File: src/rtl/serial_addsub_pkg.sv
// serial_addsub_pkg
//   Shared constants for the serial add/subtract unit:
//   - operation mode encodings (MODE_ADD, MODE_SUB)
//   - FSM state encodings (ST_IDLE, ST_RUN, ST_DONE)
//   - helper function for signed two's-complement overflow detection
package serial_addsub_pkg;

  localparam logic MODE_ADD = 1'b0;
  localparam logic MODE_SUB = 1'b1;

  localparam logic [1:0] ST_IDLE = 2'd0;
  localparam logic [1:0] ST_RUN  = 2'd1;
  localparam logic [1:0] ST_DONE = 2'd2;

  // Subtraction adds the inverted B operand, so flipping B's sign bit by
  // mode turns both the add and subtract overflow rules into one test:
  // effective operands agree in sign but the result sign differs.
  function automatic logic signed_overflow(input logic a_msb,
                                           input logic b_msb,
                                           input logic r_msb,
                                           input logic mode);
    return (a_msb == (b_msb ^ mode)) && (r_msb != a_msb);
  endfunction

endpackage

File: src/rtl/serial_addsub_if.sv
// serial_addsub_if
//   Request/response bundle of the serial add/subtract unit.
//   Requester side (master): start, mode, a_in, b_in.
//   Unit side (slave):       busy, done, result, carry_out, overflow,
//                            zero, negative.
//   WIDTH must match the WIDTH of the serial_addsub it connects to.
interface serial_addsub_if #(
  parameter int WIDTH = 8
);

  logic             start;
  logic             mode;
  logic [WIDTH-1:0] a_in;
  logic [WIDTH-1:0] b_in;
  logic             busy;
  logic             done;
  logic [WIDTH-1:0] result;
  logic             carry_out;
  logic             overflow;
  logic             zero;
  logic             negative;

  modport master (
    output start, mode, a_in, b_in,
    input  busy, done, result, carry_out, overflow, zero, negative
  );

  modport slave (
    input  start, mode, a_in, b_in,
    output busy, done, result, carry_out, overflow, zero, negative
  );

endinterface

File: src/rtl/serial_addsub_chunk.sv
// addsub_chunk
//   Purely combinational CHUNK-bit add/subtract slice.
//   Ports:
//     a, b  : CHUNK-bit operand slices
//     mode  : 0 = add, 1 = subtract (B slice is inverted)
//     cin   : carry into this slice
//     sum   : low CHUNK bits of a + (b ^ mode) + cin
//     cout  : carry out of this slice
module addsub_chunk #(
  parameter int CHUNK = 4
) (
  input  logic [CHUNK-1:0] a,
  input  logic [CHUNK-1:0] b,
  input  logic             mode,
  input  logic             cin,
  output logic [CHUNK-1:0] sum,
  output logic             cout
);

  logic [CHUNK:0] full_sum;

  assign full_sum = {1'b0, a} + {1'b0, b ^ {CHUNK{mode}}} + {{CHUNK{1'b0}}, cin};
  assign sum      = full_sum[CHUNK-1:0];
  assign cout     = full_sum[CHUNK];

endmodule

File: src/rtl/serial_addsub.sv
// serial_addsub
//   Multi-cycle add/subtract unit processing CHUNK bits per clock, LSB first.
//   An accepted request (start while not running) latches operands and mode;
//   NCHUNK clocks later the result and flags update together with a one-cycle
//   done pulse. Outputs hold their values until the next completion.
//   Ports:
//     clk   : rising-edge clock
//     rst_n : asynchronous active-low reset
//     bus   : serial_addsub_if slave modport (start/mode/a_in/b_in in,
//             busy/done/result/carry_out/overflow/zero/negative out)
module serial_addsub
  import serial_addsub_pkg::*;
#(
  parameter int WIDTH = 8,
  parameter int CHUNK = 4
) (
  input  logic           clk,
  input  logic           rst_n,
  serial_addsub_if.slave bus
);

  localparam int NCHUNK = WIDTH / CHUNK;
  localparam int CNT_W  = (NCHUNK > 1) ? $clog2(NCHUNK) : 1;
  localparam logic [CNT_W-1:0] LAST_CNT = CNT_W'(NCHUNK - 1);

  logic [1:0]       state;
  logic [CNT_W-1:0] cnt;
  logic [WIDTH-1:0] a_sh;
  logic [WIDTH-1:0] b_sh;
  logic [WIDTH-1:0] res_sh;
  logic             mode_r;
  logic             carry_r;
  logic             a_msb;
  logic             b_msb;

  logic [WIDTH-1:0] result_r;
  logic             carry_out_r;
  logic             overflow_r;
  logic             zero_r;
  logic             negative_r;

  logic [CHUNK-1:0] chunk_sum;
  logic             chunk_cout;
  logic [WIDTH-1:0] res_next;

  addsub_chunk #(
    .CHUNK (CHUNK)
  ) u_chunk (
    .a    (a_sh[CHUNK-1:0]),
    .b    (b_sh[CHUNK-1:0]),
    .mode (mode_r),
    .cin  (carry_r),
    .sum  (chunk_sum),
    .cout (chunk_cout)
  );

  // New chunk enters at the top so that after NCHUNK shifts the first chunk
  // has reached bit 0. Written as shifts so CHUNK == WIDTH needs no slicing.
  assign res_next = (res_sh >> CHUNK) | (WIDTH'(chunk_sum) << (WIDTH - CHUNK));

  // Sequencer and datapath: accept in IDLE or DONE, one chunk per RUN edge,
  // publish result and flags on the last chunk edge.
  always_ff @(posedge clk or negedge rst_n) begin
    if (!rst_n) begin
      state       <= ST_IDLE;
      cnt         <= '0;
      a_sh        <= '0;
      b_sh        <= '0;
      res_sh      <= '0;
      mode_r      <= MODE_ADD;
      carry_r     <= 1'b0;
      a_msb       <= 1'b0;
      b_msb       <= 1'b0;
      result_r    <= '0;
      carry_out_r <= 1'b0;
      overflow_r  <= 1'b0;
      zero_r      <= 1'b0;
      negative_r  <= 1'b0;
    end else begin
      case (state)
        ST_IDLE, ST_DONE: begin
          if (bus.start) begin
            a_sh    <= bus.a_in;
            b_sh    <= bus.b_in;
            a_msb   <= bus.a_in[WIDTH-1];
            b_msb   <= bus.b_in[WIDTH-1];
            mode_r  <= bus.mode;
            carry_r <= bus.mode;
            cnt     <= '0;
            res_sh  <= '0;
            state   <= ST_RUN;
          end else begin
            state <= ST_IDLE;
          end
        end
        ST_RUN: begin
          a_sh    <= a_sh >> CHUNK;
          b_sh    <= b_sh >> CHUNK;
          res_sh  <= res_next;
          carry_r <= chunk_cout;
          cnt     <= cnt + 1'b1;
          if (cnt == LAST_CNT) begin
            state       <= ST_DONE;
            result_r    <= res_next;
            carry_out_r <= chunk_cout ^ mode_r;
            overflow_r  <= signed_overflow(a_msb, b_msb, res_next[WIDTH-1], mode_r);
            zero_r      <= (res_next == '0);
            negative_r  <= res_next[WIDTH-1];
          end
        end
        default: state <= ST_IDLE;
      endcase
    end
  end

  assign bus.busy      = (state == ST_RUN);
  assign bus.done      = (state == ST_DONE);
  assign bus.result    = result_r;
  assign bus.carry_out = carry_out_r;
  assign bus.overflow  = overflow_r;
  assign bus.zero      = zero_r;
  assign bus.negative  = negative_r;

endmodule

File: src/flat_wrapper.sv
// flat-port wrapper written by rule: the top's interface ports become plain ports
module serial_addsub_flat import serial_addsub_pkg::*;
#(
  parameter int WIDTH = 8,
  parameter int CHUNK = 4
)
  (clk, rst_n, bus_start, bus_mode, bus_a_in, bus_b_in, bus_busy, bus_done, bus_result, bus_carry_out, bus_overflow, bus_zero, bus_negative);
  serial_addsub_if #(.WIDTH(WIDTH)) bus_i ();
  input  logic clk;
  input  logic rst_n;
  input wire logic [$bits(bus_i.start)-1:0] bus_start;
  input wire logic [$bits(bus_i.mode)-1:0] bus_mode;
  input wire logic [$bits(bus_i.a_in)-1:0] bus_a_in;
  input wire logic [$bits(bus_i.b_in)-1:0] bus_b_in;
  output wire logic [$bits(bus_i.busy)-1:0] bus_busy;
  output wire logic [$bits(bus_i.done)-1:0] bus_done;
  output wire logic [$bits(bus_i.result)-1:0] bus_result;
  output wire logic [$bits(bus_i.carry_out)-1:0] bus_carry_out;
  output wire logic [$bits(bus_i.overflow)-1:0] bus_overflow;
  output wire logic [$bits(bus_i.zero)-1:0] bus_zero;
  output wire logic [$bits(bus_i.negative)-1:0] bus_negative;
  assign bus_i.start = bus_start;
  assign bus_i.mode = bus_mode;
  assign bus_i.a_in = bus_a_in;
  assign bus_i.b_in = bus_b_in;
  assign bus_busy = bus_i.busy;
  assign bus_done = bus_i.done;
  assign bus_result = bus_i.result;
  assign bus_carry_out = bus_i.carry_out;
  assign bus_overflow = bus_i.overflow;
  assign bus_zero = bus_i.zero;
  assign bus_negative = bus_i.negative;
  serial_addsub #(.WIDTH(WIDTH), .CHUNK(CHUNK)) u_core (.clk(clk), .rst_n(rst_n), .bus(bus_i));
endmodule
File: config.mk
export PLATFORM = sky130hd
export DESIGN_NAME = serial_addsub_flat
export DESIGN_NICKNAME = d
export VERILOG_FILES = /design/src/rtl/serial_addsub_pkg.sv /design/src/rtl/serial_addsub_if.sv /design/src/rtl/serial_addsub_chunk.sv /design/src/rtl/serial_addsub.sv /design/src/flat_wrapper.sv
export SDC_FILE = /design/constraint.sdc
export NUM_CORES = 1
export LEC_CHECK = 0
export ABC_AREA = 1
export BUFFER_PORTS_ARGS = -buffer_cell sky130_fd_sc_hd__buf_4
export CAP_MARGIN = 40
export CORE_ASPECT_RATIO = 0.8
export CORE_UTILIZATION = 49
export CTS_CLUSTER_DIAMETER = 30
export DETAILED_ROUTE_END_ITERATION = 8
export PLACE_DENSITY = 0.82
export SLEW_MARGIN = 20
export SYNTH_ARGS = -nofsm -noshare
export SYNTH_HDL_FRONTEND = slang
export SYNTH_HIERARCHICAL = 1
export SYNTH_SLANG_ARGS = --single-unit
export TNS_END_PERCENT = 20
File: constraint.sdc
create_clock -name clk -period 2.1 [get_ports clk]
set_clock_uncertainty 0.15 [all_clocks]
set_input_delay 0.105 -clock clk [delete_from_list [all_inputs] [get_ports clk]]
set_output_delay 0.105 -clock clk [all_outputs]
set_load 0.005 [all_outputs]
==> reports/qor.yml, run 1 <==
period_minus_slack_ns: 2.05
ioPinCount: 34
critPathRequiredTime_ns: 2.13
stdcell_count: 302
core_area_mm2: 0.00352
p_leak_uw: 0.00122
grt_pass1_wl_um: 6530
root_buffer: "clkbuf_8"
synth_top_area_share: 0.513
detail_route.iter0.violations: 76
crit_family: "simple AND/OR/NAND/NOR gates"
grt_pass1_vias: 1427
clock-sinks: 38
synth.area.top_cells: "dfrtp_1, nand2_1, inv_1"
hold_path_depth: 3
rows: 19
final_hold_viol_count: 0
clk_pin_slew_ns: 0.07
die_x_um: 70.8
antenna_found_initial: 0
routedWlPerCell_um: 13.2
cts_made_buffers: 5
routed_wl_um: 3990
cts_buffer_depth: 2
cp-endpoint: "u_core/bus.overflow"
tightest_slew_ns: 0.688
yosys.area.top_type: "dfrtp_1"
cp_slowest_stage_delay_ns: 0.44
place_inst: 274
vias: 1522
setup_violations: 0
port_buffers: 33
slowest_stage: "dfrtp_1"
drv_cap: 0
fmaxAchievable_mhz: 487
synth_area_mm2: 0.00185
r2r_cells: 12
synth_nets: 230
grt_overflow: 0
nNetsFinal: 284
grtUsageTotal: 0.216
worstPathArrival_ns: 2.09
hold_path.class: "in -> reg"
yosys_warnings: 6
reg2reg_to: "u_core/bus.overflow"
ir_drop_v: 0.00101
drc_errors: 6
crit_cells: 12
violations: "DRC"
outcome: "finished, violations left"
utilization: 0.687
seq_area_frac_synth: 0.513
slew_violations: 0
cp-startpoint: "u_core/mode_r"
htree_levels: 2
crit_fanout: 5
syn_area_per_cell_um2: 9.04
gp_congestion: 0.856
die_area_mm2: 0.00403
max_slew_margin: 0.541
powerDensity_mw_per_mm2: 1810
cts_tree: "done"
seq_area_um2: 951
rr_startpoint: "u_core/mode_r"
insertion_delay_ns: 0.30
num-fill-cells: 282
power.total_uw: 4370
rrSetupSlack_ns: 0.05
first_pass_iters: 6
finalCritPeriodShare: 0.978
end_kind: "flip-flop"
synthDistinctLibCells: 24
crit_buf_inv: 3
worstPathCellList: "buf_6 -> xor2_1 -> ha_1 -> inv_1 -> nand2_2 -> nand3_2 -> nand2_2 -> inv_2 -> nand2_1 -> nand3_1 -> nand3_1 -> nand2_1"
viasPerCell: 5.04
ant_nets: 0
path_class: "reg -> reg"
drive_above_1_share: 0.285
start_kind: "flip-flop"
area_growth_pct: 30.5
setup_tns_ns: 0
multi_input_area_um2: 742
antenna_cells: 0
rsz0062_at_grt: "yes"
post-dp-hpwl_um: 2520
ys_seq_elements: 38
grt_start_max_net_pins: 39
start_util: 0.527
die_h_um: 57
syn_inst: 205
[cell usage in the layout (no fill, tap or decap), types with 2 or more instances in the layout]
master | netlist | layout
a21oi_1 | 2 | 2
buf_4 | 1 | 36
clkbuf_8 | 0 | 6
dfrtp_1 | 38 | 38
dlygate4sd3_1 | 0 | 18
fa_2 | 0 | 2
ha_1 | 3 | 3
inv_1 | 30 | 27
inv_2 | 2 | 5
nand2_1 | 45 | 43
nand2_2 | 3 | 5
nand3_1 | 7 | 6
nor2_1 | 14 | 14
nor2_4 | 2 | 2
nor3_1 | 8 | 8
o21ai_0 | 15 | 15
o21ai_1 | 3 | 3
o21ai_2 | 11 | 11
o22ai_1 | 4 | 4
xor2_1 | 4 | 3
[cell families after synthesis]
| logic type | after synthesis | synth area share |
|---|---|---|
| flip-flops | 38 | 0.513 |
| AND/OR/NAND/NOR | 80 | 0.188 |
| AO/OA/AOI/OAI | 36 | 0.124 |
| buffers and inverters | 40 | 0.105 |
| adder cells (fa/ha/maj) | 5 | 0.0419 |
| XOR/XNOR | 6 | 0.0284 |
[area by class of cell]
cell class                 count  area share
sequential                    38       0.393
clock inverter                 1     0.00207
multi-input combinational    127       0.307
timing repair buffer          55       0.191
clock buffer                   7      0.0357
inverter                      32      0.0497
tap                           42      0.0217
[where the power goes]
part	total, uW	leakage (uW)	internal, uW	switching, uW
registers	1290	0.000476	1090	208
clock network	516	0.0000482	265	252
logic	2560	0.000692	1020	1540
[metal layers]
layer | GRT usage | part of all wire | wire, um | up-vias
met5 | 0 | 0 | 0 | -
met4 | 0.0600 | 0.018 | 73 | 0
met2 | 0.357 | 0.48 | 1900 | 53
met3 | 0.0689 | 0.073 | 292 | 11
met1 | 0.277 | 0.43 | 1720 | 712
li1 | - | - | - | 746
[tightest hold or removal path: cells and delay by family]
family,cells,cell delay [ns]
buf+inv,1,0.08
simple gates,2,0.27
[worst min path at each step]
stage               from              endpoint  slack, ns
2_1_floorplan      rst_n          u_core/a_msb      -0.34
3_3_place_gp       rst_n  u_core/bus.result[0]      -0.06
3_5_place_dp       rst_n  u_core/bus.result[0]      -0.05
4_1_cts        bus_start       u_core/state[0]       0.03
5_1_grt        bus_start       u_core/state[0]       0.06
6_report       bus_start       u_core/state[0]       0.04
[synthesized netlist by cell type, drive strengths merged]
master / count
fa: 2
nand3: 7
xor2: 4
o22ai: 4
o21ai: 29
nand2: 49
xnor2: 2
nor2: 16
dfrtp: 38
a21oi: 2
clkbuf: 1
nor3: 8
buf: 7
o21bai: 1
ha: 3
inv: 32
[per-stage QoR]
stage          hold WS (ns)  setup slack (ns)  instance area [um^2]
3_3_place_gp        -0.0564             0.108                  2090
3_5_place_dp        -0.0508            0.0154                  2090
2_1_floorplan        -0.341            0.0643                  1850
6_report             0.0385            0.0470                  2420
4_1_cts              0.0346          -0.00313                  2380
5_1_grt              0.0588           -0.0855                  2420
[flip-flops by register name, indices dropped and copies added, names as in the netlist, 2 cells and up]
name / count
u_core/a_sh: 8
u_core/b_sh: 8
u_core/bus.result: 8
u_core/res_sh: 4
u_core/state: 2
[timing repair]
| action | in CTS | in global routing |
|---|---|---|
| hold buffers | 18 | 0 |
| pin swaps | 2 | 6 |
| resized for setup | 3 | 9 |
| endpoints found under the hold margin | 58 | 0 |
| setup buffers | 0 | 2 |
| setup endpoints to repair | 2 | 3 |
Power figures use the tool's default switching activity.
==> inputs of run 2 (changes only) <==
--- a/config.mk
+++ b/config.mk
@@ -7,8 +7,8 @@
 export LEC_CHECK = 0
 export ABC_AREA = 1
 export BUFFER_PORTS_ARGS = -buffer_cell sky130_fd_sc_hd__buf_4
-export CAP_MARGIN = 40
 export CORE_ASPECT_RATIO = 0.8
+export CORE_MARGIN = 3
 export CORE_UTILIZATION = 49
 export CTS_CLUSTER_DIAMETER = 30
 export DETAILED_ROUTE_END_ITERATION = 8
==> constraint.sdc (replaced) <==
create_clock -name clk -period 2.1 [get_ports clk]
set_clock_uncertainty 0.15 [all_clocks]
set_input_delay 0 -clock clk [delete_from_list [all_inputs] [get_ports clk]]
set_output_delay 0 -clock clk [all_outputs]
set_load 0.005 [all_outputs]
==> reports/qor.yml, run 2 (synthesized netlist as in run 1, its figures left out) <==
max_slew_margin: 0.544  # was 0.541
power.share.combinational: 0.605  # was 0.586
clk_pin_slew_ns: 0.07  # about the same
hold_path.class: "in -> async"  # was in -> reg
critPathRequiredTime_ns: 2.11  # was 2.13 ns
end_kind: "flip-flop"  # unchanged
gp_congestion: 0.779  # was 0.856
routedWlPerCell_um: 13.5  # was 13.2 um
cts_tree: "done"  # unchanged
post-dp-hpwl_um: 2570  # was 2520 um
nNetsFinal: 286  # was 284
core_area_mm2: 0.00352  # unchanged
start_kind: "flip-flop"  # unchanged
insertion_delay_ns: 0.29  # was 0.30 ns
drc_errors: 0  # was 6
cts_buffer_depth: 2  # unchanged
final_hold_viol_count: 0  # unchanged
tightest_slew_ns: 0.683  # was 0.688 ns
antenna_found_initial: 0  # unchanged
viasPerCell: 4.96  # was 5.04
setup_violations: 0  # unchanged
routed_wl_um: 4080  # was 3990 um
die_x_um: 74.8  # was 70.8 um
r2r_cells: 8  # was 12
ioPinCount: 34  # unchanged
grt_start_max_net_pins: 39  # unchanged
slew_violations: 0  # unchanged
clock-sinks: 38  # unchanged
first_pass_iters: 4  # was 6
cts_made_buffers: 5  # unchanged
rr_startpoint: "u_core/mode_r"  # unchanged
ant_nets: 0  # unchanged
layout_commonest_cell: "nand2_1"  # unchanged
fmaxAchievable_mhz: 477  # was 487 MHz
outcome: "finished, final reports clean"  # was finished, violations left
rsz0062_at_grt: "yes"  # unchanged
cp-startpoint: "u_core/mode_r"  # unchanged
worstPathArrival_ns: 2.10  # was 2.09 ns
start_util: 0.527  # unchanged
root_buffer: "clkbuf_8"  # unchanged
drv_cap: 0  # unchanged
rrSetupSlack_ns: 0.002  # was 0.05 ns
clock_power_share: 0.104  # was 0.118
period_minus_slack_ns: 2.10  # was 2.05 ns
die_h_um: 61  # was 57 um
detail_route.iter0.violations: 50  # was 76
crit_fanout: 5  # unchanged
antenna_cells: 0  # unchanged
grt_pass1_wl_um: 6730  # was 6530 um
htree_levels: 2  # unchanged
p_sw_frac: 0.456  # was 0.457
power.internal_uw: 2430  # was 2370 uW
path_class: "reg -> reg"  # unchanged
placed_area_mm2: 0.00209  # unchanged
powerDensity_mw_per_mm2: 1840  # was 1810 mW/mm^2
die_area_mm2: 0.00456  # was 0.00403 mm^2
port_buffers: 33  # unchanged
rows: 19  # unchanged
ir_drop_v: 0.00122  # was 0.00101 V
grt_overflow: 0  # unchanged
utilization: 0.690  # was 0.687
area_growth_pct: 31.0  # was 30.5%
seqPwrFrac: 0.291  # was 0.296
final_cell_mix: "nand2_1, dfrtp_1, buf_4"  # unchanged
p_leak_uw: 0.00122  # about the same
cp-endpoint: "u_core/bus.carry_out"  # was u_core/bus.overflow
vias: 1503  # was 1522
drive_above_1_share: 0.284  # was 0.285
finalCritPeriodShare: 0.999  # was 0.978
reg2reg_to: "u_core/bus.carry_out"  # was u_core/bus.overflow
finalInstanceArea_mm2: 0.00243  # was 0.00242 mm^2
p_switching_uw: 2040  # was 1990 uW
grtUsageTotal: 0.203  # was 0.216
grt_pass1_vias: 1509  # was 1427
-- run 2: worst min path at each step --
stage               start                   end  depth (start not counted)  slack (ns)
finish              rst_n         u_core/mode_r                          2        0.06
global route        rst_n        u_core/b_sh[2]                          2        0.10
CTS                 rst_n  u_core/bus.result[2]                          2        0.08
detailed placement  rst_n  u_core/bus.result[5]                          1       -0.16
global placement    rst_n  u_core/bus.result[5]                          1       -0.16
floorplan           rst_n          u_core/a_msb                          0       -0.45
-- run 2: what timing repair did --
action                                 4_1_cts  5_1_grt
hold buffers                                19        0
pin swaps                                    2        8
resized for setup                            1       12
buffers inserted                             0        3
endpoints found under the hold margin       59        0
setup endpoints to repair                    1        3
-- run 2: worst max-delay path, cell delays in order, from the launching register on --
cell and delay, ns:
dfrtp_1 0.44, buf_6 0.16, xor2_1 0.16, ha_1 0.38, buf_4 0.17, a21oi_2 0.12
o21bai_1 0.11, xnor2_1 0.19, o21ai_2 0.08
-- run 2: power groups by stage --
stage	Combinational [uW]	Clock, uW	Sequential, uW
detailed placement	2330	0	1300
global placement	2220	0	1280
CTS	2380	476	1280
finish	2700	465	1300
global route	3060	511	1330
floorplan	1770	0	1270
-- run 2: routing by layer --
layer  vias to the layer above  track usage  routed length [um]
met5                         -            0                   0
met4                         0       0.0761                  63
met3                         8       0.0530                 185
met2                        36        0.345                2020
met1                       707        0.249                1810
li1                        752            -                   -
-- run 2: area by class of cell --
type / count / area, um^2
multi-input cells: 127 / 748
well taps: 42 / 52.6
flip-flops and latches: 38 / 951
inverters: 32 / 120
repair buffers: 57 / 479
clock buffers: 7 / 76.3
fillers: 285 / 1090
-- run 2: per-stage QoR --
stage	total power, uW	hold WS (ns)	std cells	setup TNS (ns)	worst slack (ns)
after floorplan	3040	-0.446	205	0	0.0643
after global placement	3500	-0.161	274	0	0.106
after detailed placement	3620	-0.156	274	-0.0127	-0.0127
after CTS	4140	0.0792	300	0	0.00852
after global routing	4910	0.100	303	-0.282	-0.103
final	4470	0.0574	303	0	0.00247
==> inputs of run 3 (changes only) <==
--- a/config.mk
+++ b/config.mk
@@ -8,7 +8,7 @@
 export ABC_AREA = 1
 export BUFFER_PORTS_ARGS = -buffer_cell sky130_fd_sc_hd__buf_4
 export CORE_ASPECT_RATIO = 0.8
-export CORE_MARGIN = 3
+export CORE_MARGIN = 8
 export CORE_UTILIZATION = 49
 export CTS_CLUSTER_DIAMETER = 30
 export DETAILED_ROUTE_END_ITERATION = 8
==> constraint.sdc (replaced) <==
create_clock -name clk -period 2.1 [get_ports clk]
set_clock_uncertainty 0.15 [all_clocks]
set_input_delay 0.42 -clock clk [delete_from_list [all_inputs] [get_ports clk]]
set_output_delay 0.42 -clock clk [all_outputs]
set_load 0.005 [all_outputs]
==> reports/qor.yml, run 3 (synthesized netlist as in run 1, its figures left out) <==
end_kind: "flip-flop"  # unchanged
fmaxAchievable_mhz: 476  # was 477 MHz
max_slew_margin: 0.546  # was 0.544
grt_overflow: 0  # unchanged
root_buffer: "clkbuf_8"  # unchanged
hold_ws_ns: 0.190  # was 0.0574 ns
insertion_delay_ns: 0.29  # about the same
p_leak_uw: 0.00114  # was 0.00122 uW
first_pass_iters: 4  # unchanged
use_met2: 0.205  # was 0.345
start_kind: "flip-flop"  # unchanged
nNetsFinal: 267  # was 286
period_minus_slack_ns: 2.10  # about the same
final_cell_mix: "nand2_1, dfrtp_1, buf_4"  # unchanged
die_area_mm2: 0.00602  # was 0.00456 mm^2
ir_drop_v: 0.00110  # was 0.00122 V
crit_fanout: 3  # was 5
clock_power_share: 0.106  # was 0.104
grt_busiest_layer: "met2"  # unchanged
min-delay-start: "bus_a_in[5]"
gp_congestion: 0.848  # was 0.779
rrSetupSlack_ns: 0.001  # was 0.002 ns
die_h_um: 71  # was 61 um
cts_tree: "done"  # unchanged
power.total_uw: 4360  # was 4470 uW
reg2reg_to: "u_core/bus.carry_out"  # unchanged
p_switching_uw: 1930  # was 2040 uW
grt_util_met3: 0.0660  # was 0.0530
rsz0062_at_grt: "yes"  # unchanged
routedWlPerCell_um: 13.2  # was 13.5 um
tightest_slew_ns: 0.680  # was 0.683 ns
grt_start_max_net_pins: 39  # unchanged
worstHoldEndpoint: "u_core/a_sh[5]"
hold_path_depth: 3
viasPerCell: 5.02  # was 4.96
critPathRequiredTime_ns: 2.10  # was 2.11 ns
slew_violations: 0  # unchanged
cts_made_buffers: 5  # unchanged
rr_startpoint: "u_core/mode_r"  # unchanged
drc_errors: 0  # unchanged
grt_pass1_vias: 1459  # was 1509
grtUsageTotal: 0.135  # was 0.203
antenna_found_initial: 0  # unchanged
power.internal_uw: 2420  # was 2430 uW
rows: 20  # was 19
area_growth_pct: 20.9  # was 31.0%
drive_above_1_share: 0.285  # was 0.284
hold_path.class: "in -> reg"  # was in -> async
drv_cap: 0  # unchanged
outcome: "finished, final reports clean"  # unchanged
clk_pin_slew_ns: 0.07  # about the same
detail_route.iter0.violations: 70  # was 50
powerDensity_mw_per_mm2: 1950  # was 1840 mW/mm^2
setup_violations: 0  # unchanged
clock-sinks: 38  # unchanged
htree_levels: 2  # unchanged
grt_pass1_wl_um: 6510  # was 6730 um
finalCritPeriodShare: 0.999  # about the same
use_met1: 0.164  # was 0.249
port_buffers: 33  # unchanged
routed_wl_um: 3770  # was 4080 um
start_util: 0.500  # was 0.527
worstPathArrival_ns: 2.10  # about the same
r2r_cells: 8  # unchanged
layout_commonest_cell: "nand2_1"  # unchanged
antenna_cells: 0  # unchanged
core_area_mm2: 0.00370  # was 0.00352 mm^2
power.share.combinational: 0.599  # was 0.605
ant_nets: 0  # unchanged
die_x_um: 84.8  # was 74.8 um
seqPwrFrac: 0.295  # was 0.291
vias: 1437  # was 1503
final_hold_viol_count: 0  # unchanged
cts_buffer_depth: 2  # unchanged
p_sw_frac: 0.444  # was 0.456
path_class: "reg -> reg"  # unchanged
post-dp-hpwl_um: 2710  # was 2570 um
ioPinCount: 34  # unchanged
run 3: cell types whose count changed in the layout (fill, tap and decap cells not counted), moves of 2 or more:
cell / change
a21oi_2: -2
nand2_2: -2
nand2_1: +2
dlygate4sd3_1: -18
a21oi_1: +2
run 3: area by class of cell:
cell class | instances | area, um^2
inverter | 32 | 120
tap | 44 | 55.1
fill | 338 | 1460
sequential | 38 | 951
timing repair buffer | 38 | 300
multi-input combinational | 127 | 737
clock buffer | 7 | 76.3
run 3: per-layer routing:
layer	wire length, um	up-vias	part of all wire
li1	-	712	-
met1	1740	682	0.46
met2	1670	39	0.44
met3	295	4	0.078
met4	56	0	0.015
met5	0	-	0
run 3: worst max path at each step:
stage,startpoint,to,slack [ns],depth (start not counted)
6_report,u_core/mode_r,u_core/bus.carry_out,0.001,8
5_1_grt,u_core/mode_r,u_core/bus.zero,-0.15,10
4_1_cts,u_core/mode_r,u_core/bus.zero,0.01,9
3_5_place_dp,u_core/mode_r,u_core/bus.carry_out,0.009,8
3_3_place_gp,u_core/mode_r,u_core/bus.carry_out,0.09,8
2_1_floorplan,u_core/mode_r,u_core/bus.zero,0.06,9
run 3: power groups by stage:
stage / registers [uW] / logic (uW) / clock network (uW)
final: 1290 / 2610 / 462
after floorplan: 1270 / 1770 / 0
after detailed placement: 1290 / 2330 / 0
after CTS: 1280 / 2350 / 478
after global routing: 1330 / 2960 / 517
after global placement: 1280 / 2250 / 0
run 3: stage by stage:
step,instance area [um^2],util,worst slack (ns),cells,setup TNS [ns]
final,2240,0.605,0.00121,286,0
after global routing,2240,0.605,-0.149,286,-0.462
after CTS,2200,0.593,0.00961,284,0
after detailed placement,2110,0.570,0.00870,276,0
after global placement,2110,0.570,0.0905,276,0
after floorplan,1850,-,0.0643,205,0
run 3: worst max-delay path, cell delays in order (launching register included):
cell and delay [ns]:
dfrtp_1 0.44, xnor2_2 0.21, fa_2 0.22, inv_2 0.05, fa_2 0.39, a21oi_1 0.14, o21bai_1 0.11, xnor2_1 0.19
o21ai_2 0.08
run 3: what timing repair did:
| item | CTS | global route |
|---|---|---|
| pin swaps | 1 | 7 |
| resized for setup | 0 | 8 |
| hold buffers | 1 | 0 |
| hold endpoints to repair | 38 | 0 |
| buffers inserted | 0 | 2 |
| setup endpoints to repair | 1 | 4 |
